$ cat config.mk
export PLATFORM = sky130hd
export DESIGN_NAME = mant_mul_sched
export DESIGN_NICKNAME = d
export VERILOG_FILES = /design/src/rtl/mant_mul_pkg.sv /design/src/rtl/mant_mul_sched_chk.sv /design/src/rtl/mant_rsp_fifo.sv /design/src/rtl/mant_mul_sched.sv
export SDC_FILE = /design/constraint.sdc
export NUM_CORES = 1
export LEC_CHECK = 0
export ABC_AREA = 1
export BUFFER_PORTS_ARGS = -buffer_cell sky130_fd_sc_hd__buf_2
export CAP_MARGIN = 40
export CORE_UTILIZATION = 40
export DETAILED_ROUTE_END_ITERATION = 10
export GPL_ROUTABILITY_DRIVEN = 1
export PLACE_DENSITY = 0.73
export SLEW_MARGIN = 20
export SYNTH_ARGS = -nofsm -noshare
export SYNTH_HDL_FRONTEND = slang
export SYNTH_HIERARCHICAL = 1
export SYNTH_SLANG_ARGS = --single-unit
$ cat constraint.sdc
create_clock -name clk -period 4.1 [get_ports clk]
set_input_delay 0.82 -clock clk [delete_from_list [all_inputs] [get_ports clk]]
set_output_delay 0.82 -clock clk [all_outputs]
set_load 0.05 [all_outputs]
$ cat src/rtl/mant_mul_pkg.sv
// Shared types and constants for the mantissa multiplier scheduler slice.
// Holds the requester tag format and the round-robin pick used by the top.
package mant_mul_pkg;

    localparam int MANT_W = 24;
    localparam int PROD_W = 48;
    localparam int NREQ   = 2;

    typedef logic req_id_t;

    typedef struct packed {
        logic    v;
        req_id_t id;
    } tag_t;

    // On a tie the requester that was not granted most recently wins
    function automatic logic [NREQ-1:0] rr_pick(input logic [NREQ-1:0] elig, input req_id_t last);
        logic [NREQ-1:0] g;
        case (elig)
            2'b01:   g = 2'b01;
            2'b10:   g = 2'b10;
            2'b11:   g = (last == 1'b1) ? 2'b01 : 2'b10;
            default: g = 2'b00;
        endcase
        return g;
    endfunction

endpackage

$ cat src/rtl/mant_mul_sched_chk.sv
// Simulation-only checks for the scheduler: buffer overflow and grant exclusivity.
// Holds no design state; instantiated by the top.
module mant_mul_sched_chk
    import mant_mul_pkg::*;
(
    input logic            clk,
    input logic            rst_n,
    input logic [NREQ-1:0] push,
    input logic [NREQ-1:0] full,
    input logic [NREQ-1:0] req_ready
);

    // Credits must make a write into a full buffer impossible
    a_no_overflow: assert property (@(posedge clk) disable iff (!rst_n)
        (push & full) == {NREQ{1'b0}})
        else $error("result buffer written while full");

    // At most one operand pair is granted per cycle
    a_one_grant: assert property (@(posedge clk) disable iff (!rst_n)
        $onehot0(req_ready))
        else $error("more than one grant in a cycle");

endmodule

$ cat src/rtl/mant_rsp_fifo.sv
// Per-requester result buffer: DEPTH x PROD_W synchronous FIFO.
// The head entry is presented directly on data_out.
module mant_rsp_fifo
    import mant_mul_pkg::*;
#(
    parameter int DEPTH = 2
) (
    input  logic              clk,
    input  logic              rst_n,
    input  logic              push,
    input  logic [PROD_W-1:0] data_in,
    input  logic              pop,
    output logic [PROD_W-1:0] data_out,
    output logic              empty,
    output logic              full
);

    localparam int AW = $clog2(DEPTH);

    logic [AW:0]       wr_ptr_r;
    logic [AW:0]       rd_ptr_r;
    logic [PROD_W-1:0] mem_r [DEPTH];
    logic              do_push_s;
    logic              do_pop_s;

    assign do_push_s = push & ~full;
    assign do_pop_s  = pop & ~empty;
    assign empty     = (wr_ptr_r == rd_ptr_r);
    // Pointers carry one wrap bit so full and empty are distinguishable
    assign full      = (wr_ptr_r[AW] != rd_ptr_r[AW]) &&
                       (wr_ptr_r[AW-1:0] == rd_ptr_r[AW-1:0]);
    assign data_out  = mem_r[rd_ptr_r[AW-1:0]];

    // Storage and pointer update
    always_ff @(posedge clk or negedge rst_n) begin
        if (!rst_n) begin
            wr_ptr_r <= {(AW+1){1'b0}};
            rd_ptr_r <= {(AW+1){1'b0}};
            for (int k = 0; k < DEPTH; k++) begin
                mem_r[k] <= {PROD_W{1'b0}};
            end
        end else begin
            if (do_push_s) begin
                mem_r[wr_ptr_r[AW-1:0]] <= data_in;
                wr_ptr_r <= wr_ptr_r + (AW+1)'(1);
            end
            if (do_pop_s) begin
                rd_ptr_r <= rd_ptr_r + (AW+1)'(1);
            end
        end
    end

endmodule

$ cat src/rtl/mant_mul_sched.sv
// Shares one pipelined 24x24 mantissa multiplier between two requesters with
// round-robin arbitration, credit flow control and per-requester result buffers.
module mant_mul_sched
    import mant_mul_pkg::*;
#(
    parameter int LAT   = 3,
    parameter int DEPTH = 2
) (
    input  logic                        clk,
    input  logic                        rst_n,
    input  logic [NREQ-1:0]             req_valid,
    output logic [NREQ-1:0]             req_ready,
    input  logic [NREQ-1:0][MANT_W-1:0] req_opa,
    input  logic [NREQ-1:0][MANT_W-1:0] req_opb,
    output logic                        mul_issue,
    output logic [MANT_W-1:0]           mul_opa,
    output logic [MANT_W-1:0]           mul_opb,
    input  logic [PROD_W-1:0]           mul_p,
    output logic [NREQ-1:0]             rsp_valid,
    input  logic [NREQ-1:0]             rsp_ready,
    output logic [NREQ-1:0][PROD_W-1:0] rsp_p,
    output logic                        busy
);

    localparam int CW = $clog2(DEPTH) + 1;

    logic [NREQ-1:0] elig_s;
    logic [NREQ-1:0] grant_s;
    logic [NREQ-1:0] req_hs_s;
    logic [NREQ-1:0] rsp_hs_s;
    logic [NREQ-1:0] push_s;
    logic [NREQ-1:0] fifo_empty_s;
    logic [NREQ-1:0] fifo_full_s;
    logic            tag_any_s;
    req_id_t         gnt_id_s;
    req_id_t         last_r;
    tag_t            cap_s;
    tag_t            tag_r [LAT+1];
    logic [CW-1:0]   credit_r [NREQ];

    // Stage 0 of the tag pipe shadows the operand registers, stage LAT lines up with mul_p
    assign mul_issue = tag_r[0].v;
    assign cap_s     = tag_r[LAT];
    assign gnt_id_s  = req_id_t'(grant_s[1]);
    assign grant_s   = rr_pick(elig_s, last_r);
    // Grants are held off while reset is asserted
    assign req_ready = grant_s & {NREQ{rst_n}};
    assign req_hs_s  = req_valid & req_ready;
    assign rsp_valid = ~fifo_empty_s;
    assign rsp_hs_s  = rsp_valid & rsp_ready;
    assign busy      = tag_any_s | (|rsp_valid);

    for (genvar gi = 0; gi < NREQ; gi++) begin : g_req
        assign elig_s[gi] = req_valid[gi] & (credit_r[gi] != {CW{1'b0}});

        mant_rsp_fifo #(.DEPTH(DEPTH)) u_fifo (
            .clk      (clk),
            .rst_n    (rst_n),
            .push     (push_s[gi]),
            .data_in  (mul_p),
            .pop      (rsp_ready[gi]),
            .data_out (rsp_p[gi]),
            .empty    (fifo_empty_s[gi]),
            .full     (fifo_full_s[gi])
        );
    end

    // Route the returning product to the buffer of the requester that issued it
    always_comb begin
        push_s = {NREQ{1'b0}};
        if (cap_s.v) begin
            push_s[cap_s.id] = 1'b1;
        end else begin
            push_s = {NREQ{1'b0}};
        end
    end

    // Any valid tag means a product is still inside the multiplier
    always_comb begin
        tag_any_s = 1'b0;
        for (int k = 0; k <= LAT; k++) begin
            tag_any_s = tag_any_s | tag_r[k].v;
        end
    end

    // Operand registers and round-robin history
    always_ff @(posedge clk or negedge rst_n) begin
        if (!rst_n) begin
            mul_opa <= {MANT_W{1'b0}};
            mul_opb <= {MANT_W{1'b0}};
            last_r  <= 1'b1;
        end else if (|req_hs_s) begin
            mul_opa <= req_opa[gnt_id_s];
            mul_opb <= req_opb[gnt_id_s];
            last_r  <= gnt_id_s;
        end
    end

    // Tag pipe tracking which requester owns each in-flight product
    always_ff @(posedge clk or negedge rst_n) begin
        if (!rst_n) begin
            for (int k = 0; k <= LAT; k++) begin
                tag_r[k] <= '{v: 1'b0, id: 1'b0};
            end
        end else begin
            tag_r[0] <= '{v: |req_hs_s, id: gnt_id_s};
            for (int k = 1; k <= LAT; k++) begin
                tag_r[k] <= tag_r[k-1];
            end
        end
    end

    // Credit counters: one per free result-buffer slot
    always_ff @(posedge clk or negedge rst_n) begin
        if (!rst_n) begin
            for (int i = 0; i < NREQ; i++) begin
                credit_r[i] <= CW'(DEPTH);
            end
        end else begin
            for (int i = 0; i < NREQ; i++) begin
                case ({req_hs_s[i], rsp_hs_s[i]})
                    2'b10:   credit_r[i] <= credit_r[i] - CW'(1);
                    2'b01:   credit_r[i] <= credit_r[i] + CW'(1);
                    default: credit_r[i] <= credit_r[i];
                endcase
            end
        end
    end

    mant_mul_sched_chk u_chk (
        .clk       (clk),
        .rst_n     (rst_n),
        .push      (push_s),
        .full      (fifo_full_s),
        .req_ready (req_ready)
    );

endmodule

# Word-level counts from Yosys, hierarchy flattened
# Cells that the tools add are included.
[totals]
ramBits = 0
input_bits = 150
register_bits = 261
out_inout_bits = 150
n_memories = 0
wordCells = 107
latch_bits = 0
romBits = 0
[classes]
magnitude_cmp = 9
div_mod_pow = 0
n_mux = 23
add_sub_neg = 8
multipliers = 0
reduce_logical = 11
bitwise = 22
eq_ne = 13
shifts = 0
[ops]
columns = ["op", "count"]
rows = [
  ["$mux 48", 8],
  ["$bwmux 96", 2],
  ["$demux 48 s1", 2],
  ["$mux 24", 4],
  ["$add 2x1->2 const B", 6],
  ["$eq 2x2->1 const B", 4],
  ["$ge 2x2->1 const B", 4],
  ["$not 1->2", 4],
  ["$pmux 2 s2", 2],
  ["$reduce_bool 2->1", 4],
  ["$and 1x1->1", 6],
  ["$and 2x2->2", 3],
  ["$eq 2x1->1 const B", 3],
  ["$pmux 2 s3", 1],
  ["$logic_and 1x1->1", 5],
  ["$eq 2x2->1", 2],
  ["$lt 1x2->1 const B", 2],
  ["$lt 2x1->1 const B", 2],
  ["$mux 2", 2],
  ["$not 1->1", 4],
  ["$or 1x1->1", 4],
  ["$reduce_or 2->1", 2],
  ["$sub 2x1->2 const B", 2],
  ["$eq 1x1->1", 2],
  ["5 further kinds", 6],
]

# Logic depth before layout (Yosys ltp)
# Gate-level depths: netlist of run 1.
[depth]
ltp_word = 8
ltp_mapped = 11
ltp_nobuf = 10

# Hierarchy
# Netlist of run 1, hierarchy kept.
[modules_own_cells]
columns = ["module", "area_per_inst_um2", "seq_area_each_um2", "instances", "cells_each"]
rows = [
  ["mant_rsp_fifo", 4763.3, 2502.4, 2, 616],
  ["mant_mul_sched", 3274.4, 1530.2, 1, 465],
]

# Worst setup path after synthesis of run 1
# Ideal clock, no wire load.
[synth_path]
path_kind = "input to output"
start = "input req_valid[1]"
end = "output req_ready[0]"
arrival_time_ns = 2.123
t_required_ns = 3.280
cell_stages = 3
path_buffers = 0
path_slack_ns = 1.157
path_cell_list = "o21ai_1 -> nor3_1 -> nor3_1"
[synth_between]
elab_chain_cells = 4
word_cells_on_any_way = 6
cone_classes = "eq/ne (3); mux (1); bitwise (2)"
[synth_rtl]
columns = ["element", "line_no", "source"]
rows = [
  ["start, declared", "mant_mul_sched.sv:11", "input logic [NREQ-1:0] req_valid,"],
  ["$and 1x1->1 *", "mant_mul_sched.sv:54", "assign elig_s[gi] = req_valid[gi] & (credit_r[gi] != {CW{1'b0}});"],
  ["$eq 2x2->1 or $eq 2x1->1 (tied branches)", "mant_mul_pkg.sv:19", "case (elig)"],
  ["$pmux 2 s3 *", "mant_mul_pkg.sv:19", ""],
  ["$and 2x2->2 *", "mant_mul_sched.sv:47", "assign req_ready = grant_s & {NREQ{rst_n}};"],
  ["end, declared", "mant_mul_sched.sv:12", "output logic [NREQ-1:0] req_ready,"],
]
# Every way passes the cells marked *; elsewhere a longest branch is shown, timed or not.

==> flow_metrics.tcl, run 1 <==
set metrics [dict create \
    status "complete, no violations" \
    port_buffers 299 \
    setup_viol 0 \
    critPathMaxFanout 49 \
    dieArea_um2 32700 \
    place.gp.congestion 0.826 \
    clock_skew_ns 0.00610 \
    cp.arrival_ns 2.24 \
    synthCells 1695 \
    grt_max_degree 147 \
    fin_crit_sh_pct 74.6 \
    worstPathRequired_ns 3.28 \
    synth.cell_area_um2 12800 \
    fillers 3065 \
    hp-class "in2async" \
    cts_hold_buf 0 \
    critical_path_class "reg2out" \
    vias 12205 \
    dp_hpwl_mm 24.2 \
    yosys_warnings 6 \
    wl_mm 37.7 \
    cts_tree "done" \
    die_h_um 181 \
    firstDrtPassIters 5 \
    cts_buffer_depth 3 \
    syn_to_final_growth_pct 21.0 \
    die_w_um 181 \
    drive_gt1_share_pct 20.5 \
    drc 0 \
    cts-root-buf "clkbuf_16" \
    track_usage_pct 23.0 \
    syn_nets 1847 \
    htree_num_levels 1 \
    wl_per_cell_um 16.1 \
    setup_tns_ns 0 \
    grt_antenna_before_repair 3 \
    grt_pass1_vias 11688 \
    avgSynthCellArea_um2 7.55 \
    drt_iter0_drc 872 \
    io_pins 300 \
    grt_setup_unrepaired "no" \
    postCtsSetupBuffers 0 \
    via_per_inst 5.21 \
    slew_headroom_pct 46.0 \
    numCtsBuffers 29 \
    path_clk_slew_ns 0.06 \
    hold_violations 0 \
    post-route-min-period_ns 3.06 \
    cts_sinks 261 \
    ant_nets 0 \
    grt_overflow 0 \
    worst_pin_slew_ns 0.810 \
    layout.nets 2070 \
    grt_pass1_wl_mm 61.4 \
    start_kind "register" \
    cts-resized-gates 0 \
    end_kind "primary output" \
    worstSkewPairLatency_ns 0.54 \
    start_util_pct 40.6 \
    final_cells 2343 \
    cap_violations 0 \
    core_area_um2 31500 \
    rows 65 \
    clock.fmax_mhz 327 \
    report.final.slew_viol_count 0 \
    dp.cells 2288 \
]
-- cell type report --
| class | count | area [um2] | area share [%] |
|---|---|---|---|
| Antenna cell | 2 | 5.00 | 0.0323 |
| Clock buffer | 45 | 886 | 5.72 |
| Clock inverter | 7 | 116 | 0.752 |
| Inverter | 119 | 448 | 2.89 |
| Multi-Input combinational cell | 1182 | 5190 | 33.5 |
| Sequential cell | 261 | 6540 | 42.3 |
| Tap cell | 402 | 503 | 3.25 |
| Timing Repair Buffer | 325 | 1790 | 11.5 |
-- final timing paths --
path | cells past startpoint | start | endpoint | slack (ns)
worst max-delay path | 5 | g_req[0].u_fifo/rd_ptr_r[0] | rsp_p[26] | 1.04
worst min-delay path | 1 | rst_n | g_req[1].u_fifo/mem_r[90] | 0.19
worst max register to register | 6 | g_req[0].u_fifo/wr_ptr_r[0] | g_req[0].u_fifo/mem_r[58] | 1.56
worst min register to register | 0 | tag_r[4] | tag_r[2] | 0.35
max in group asynchronous | 2 | rst_n | g_req[1].u_fifo/wr_ptr_r[0] | 2.72
min in group clk | 0 | tag_r[4] | tag_r[2] | 0.35
-- critical path: stages (launching register included) --
cell and delay (ns):
dfrtp_2 0.54, inv_2 0.10, buf_4 0.50, nand2_1 0.10
nand2_1 0.14, buf_2 0.28
-- metrics by stage --
stage | utilization [%] | setup WS (ns) | instance area [um2] | hold WS, ns
CTS | 49.1 | 1.03 | 15400 | 0.183
global placement | 45.6 | 1.40 | 14400 | 0.332
finish | 49.2 | 1.04 | 15500 | 0.186
global route | 49.2 | 0.929 | 15500 | 0.209
detailed placement | 45.9 | 1.40 | 14400 | 0.337
floorplan | - | 1.16 | 12800 | 0.331
-- cell usage in the layout, fill, tap and decap left out, types with 3 or more instances in the layout --
master / instances
xnor2_1: 3
inv_2: 8
clkbuf_8: 10
inv_1: 110
nand3_1: 102
clkinv_2: 3
clkbuf_1: 6
nor3_1: 3
dfstp_2: 3
bufinv_16: 3
buf_16: 3
buf_4: 21
xor2_1: 3
dfrtp_1: 254
nand4_1: 195
nor2_1: 4
nand3_2: 4
buf_2: 298
dfrtp_2: 4
nand2_1: 853
clkbuf_16: 29
-- flip-flops by register name, indices dropped and copies added, names as in the netlist --
| name | flops |
|---|---|
| cap_s | 2 |
| credit_r | 4 |
| g_req.u_fifo/mem_r | 192 |
| g_req.u_fifo/rd_ptr_r | 4 |
| g_req.u_fifo/wr_ptr_r | 4 |
| last_r | 1 |
| mul_issue | 1 |
| mul_opa | 24 |
| mul_opb | 24 |
| tag_r | 5 |
-- layer usage --
metal | up-vias | global-route usage (%) | wire, um
met5 | - | 0 | 0
met1 | 5779 | 30.1 | 15800
met4 | 0 | 7.18 | 846
li1 | 5848 | - | -
met2 | 516 | 38.7 | 18200
met3 | 62 | 3.99 | 2820
Power of run 1 is not shown: default switching activity piles up to over one toggle a cycle in this logic, so the estimate is an artifact.
==> inputs of run 2 (changes only) <==
- ABC_AREA: 1 -> 0
- PLACE_DENSITY: 0.73 -> 0.74
- clock period: 4.1 -> 2.9 ns (I/O delays scaled with it)
==> run 2 against run 1 <==
Cell count down 33%. Synthesized cell count is 48% lower. Die area is 7.2% lower. Critical path type is now in2out. Largest cell class unchanged.
==> flow_metrics.tcl, run 2 <==
set metrics [dict create \
    crit_chain "dlygate4sd3_1 -> buf_8 -> o211a_2 -> o21ai_0 -> inv_1 -> buf_2" \
    worst_pin_slew_ns 0.983 \
    setup_viol 0 \
    wl_mm 29.9 \
    yosys_warnings 6 \
    dp_hpwl_mm 19.5 \
    path_clk_slew_ns 0.06 \
    synthCells 888 \
    grt_setup_unrepaired "no" \
    grt_pass1_vias 8677 \
    cts_tree "done" \
    cts_buffer_depth 3 \
    start_util_pct 41.0 \
    grt_overflow 0 \
    cap_violations 0 \
    multi_input_area_um2 4990 \
    wl_per_cell_um 19.0 \
    layout.nets 1318 \
    cp.arrival_ns 2.20 \
    fillers 2529 \
    syn_nets 1040 \
    worstSkewPairLatency_ns 0.56 \
    cts-root-buf "clkbuf_16" \
    worstPathRequired_ns 2.32 \
    clock_skew_ns 0.0161 \
    regMostFlops "g_req.u_fifo/mem_r" \
    slowest_stage "dlygate4sd3_1" \
    critPathMaxStageDelay_ns 0.56 \
    avgSynthCellArea_um2 13.4 \
    post-route-min-period_ns 2.78 \
    largest_reg_flops 192 \
    use_met1_pct 24.3 \
    port_buffers 299 \
    core_area_um2 28900 \
    hold_slack_ns 0.299 \
    dieArea_um2 30400 \
    setup_tns_ns 0 \
    start_kind "input pin" \
    firstDrtPassIters 4 \
    grt_use_met3_pct 4.24 \
    via_per_inst 5.32 \
    ant_nets 0 \
    final_util_pct 50.9 \
    drt_iter0_drc 280 \
    die_h_um 174 \
    hp-class "in2reg" \
    critPathMaxFanout 24 \
    htree_num_levels 1 \
    io_pins 300 \
    drc 0 \
    track_usage_pct 19.6 \
    report.final.slew_viol_count 0 \
    status "complete, no violations" \
    hold_violations 0 \
    numCtsBuffers 29 \
    slew_headroom_pct 34.5 \
    postCtsSetupBuffers 0 \
    grtUsageMet2_pct 33.6 \
    end_kind "primary output" \
    grt_max_degree 174 \
    syn_to_final_growth_pct 24.1 \
    critical_path_class "in2out" \
    final_common_cell "buf_2" \
    grt_pass1_wl_mm 47.8 \
    cp_num_buf_inv 4 \
    die_w_um 174 \
    place.gp.congestion 0.830 \
    synth.cell_area_um2 11900 \
    grt-busiest-layer "met2" \
    drive_gt1_share_pct 56.4 \
    clock.fmax_mhz 360 \
    regArea_um2 6540 \
    cts_sinks 261 \
    vias 8363 \
    fin_crit_sh_pct 95.8 \
    rows 62 \
    worst_path_dominant_cell_family "buffers and inverters" \
    reg_top3 "g_req.u_fifo/mem_r x192, mul_opa x24, mul_opb x24" \
    layout_common_cells "buf_2, dfrtp_1, mux2_2" \
    grt_antenna_before_repair 1 \
]
## run 2: worst reg2reg max path, cell delays in order, from the launching register on
cell and delay [ns]:
dfrtp_1 0.43, xnor2_1 0.21, o21ai_4 0.52, buf_16 0.23
buf_12 0.21, mux2_2 0.37
## run 2: per-stage QoR
stage	instance area, um2	instances	setup slack (ns)
finish	14700	1571	0.122
global route	14700	1570	0.0213
CTS	14700	1570	0.0713
detailed placement	13800	1518	0.680
global placement	13800	1517	0.699
floorplan	11900	888	0.722
## run 2: final timing paths
kind / slack [ns] / to / from / depth (start not counted)
setup / recovery: 0.12 / req_ready[0] / rst_n / 6
hold / removal: 0.30 / mul_opb[10] / req_opb[34] / 3
setup reg to reg: 0.83 / g_req[0].u_fifo/mem_r[88] / g_req[0].u_fifo/rd_ptr_r[1] / 5
hold reg to reg: 0.35 / cap_s[0] / tag_r[2] / 0
max in group asynchronous: 1.22 / g_req[1].u_fifo/mem_r[67] / rst_n / 3
min in group asynchronous: 0.46 / g_req[0].u_fifo/mem_r[89] / rst_n / 2
## run 2: repair_timing
action                     in CTS  in global routing
setup endpoints to repair       0                  1
resized for setup               0                  1
hold buffers                    1                  0
hold endpoints to repair       18                  0
## run 2: cell type report
class                           count  share of cell area, %
Antenna cell                        1                 0.0170
Tap cell                          384                   3.26
Sequential cell                   261                   44.4
Clock inverter                      5                  0.561
Clock buffer                       46                   5.77
Multi-Input combinational cell    552                   33.9
Inverter                            4                  0.102
Timing Repair Buffer              318                   12.0
## run 2: routing by layer
layer  up-vias  wire (um)
met1      4180      12200
met5         -         13
li1       3798          -
met3        57       2140
met4         2        983
met2       326      14600
Power of run 2 is left out for the same reason.
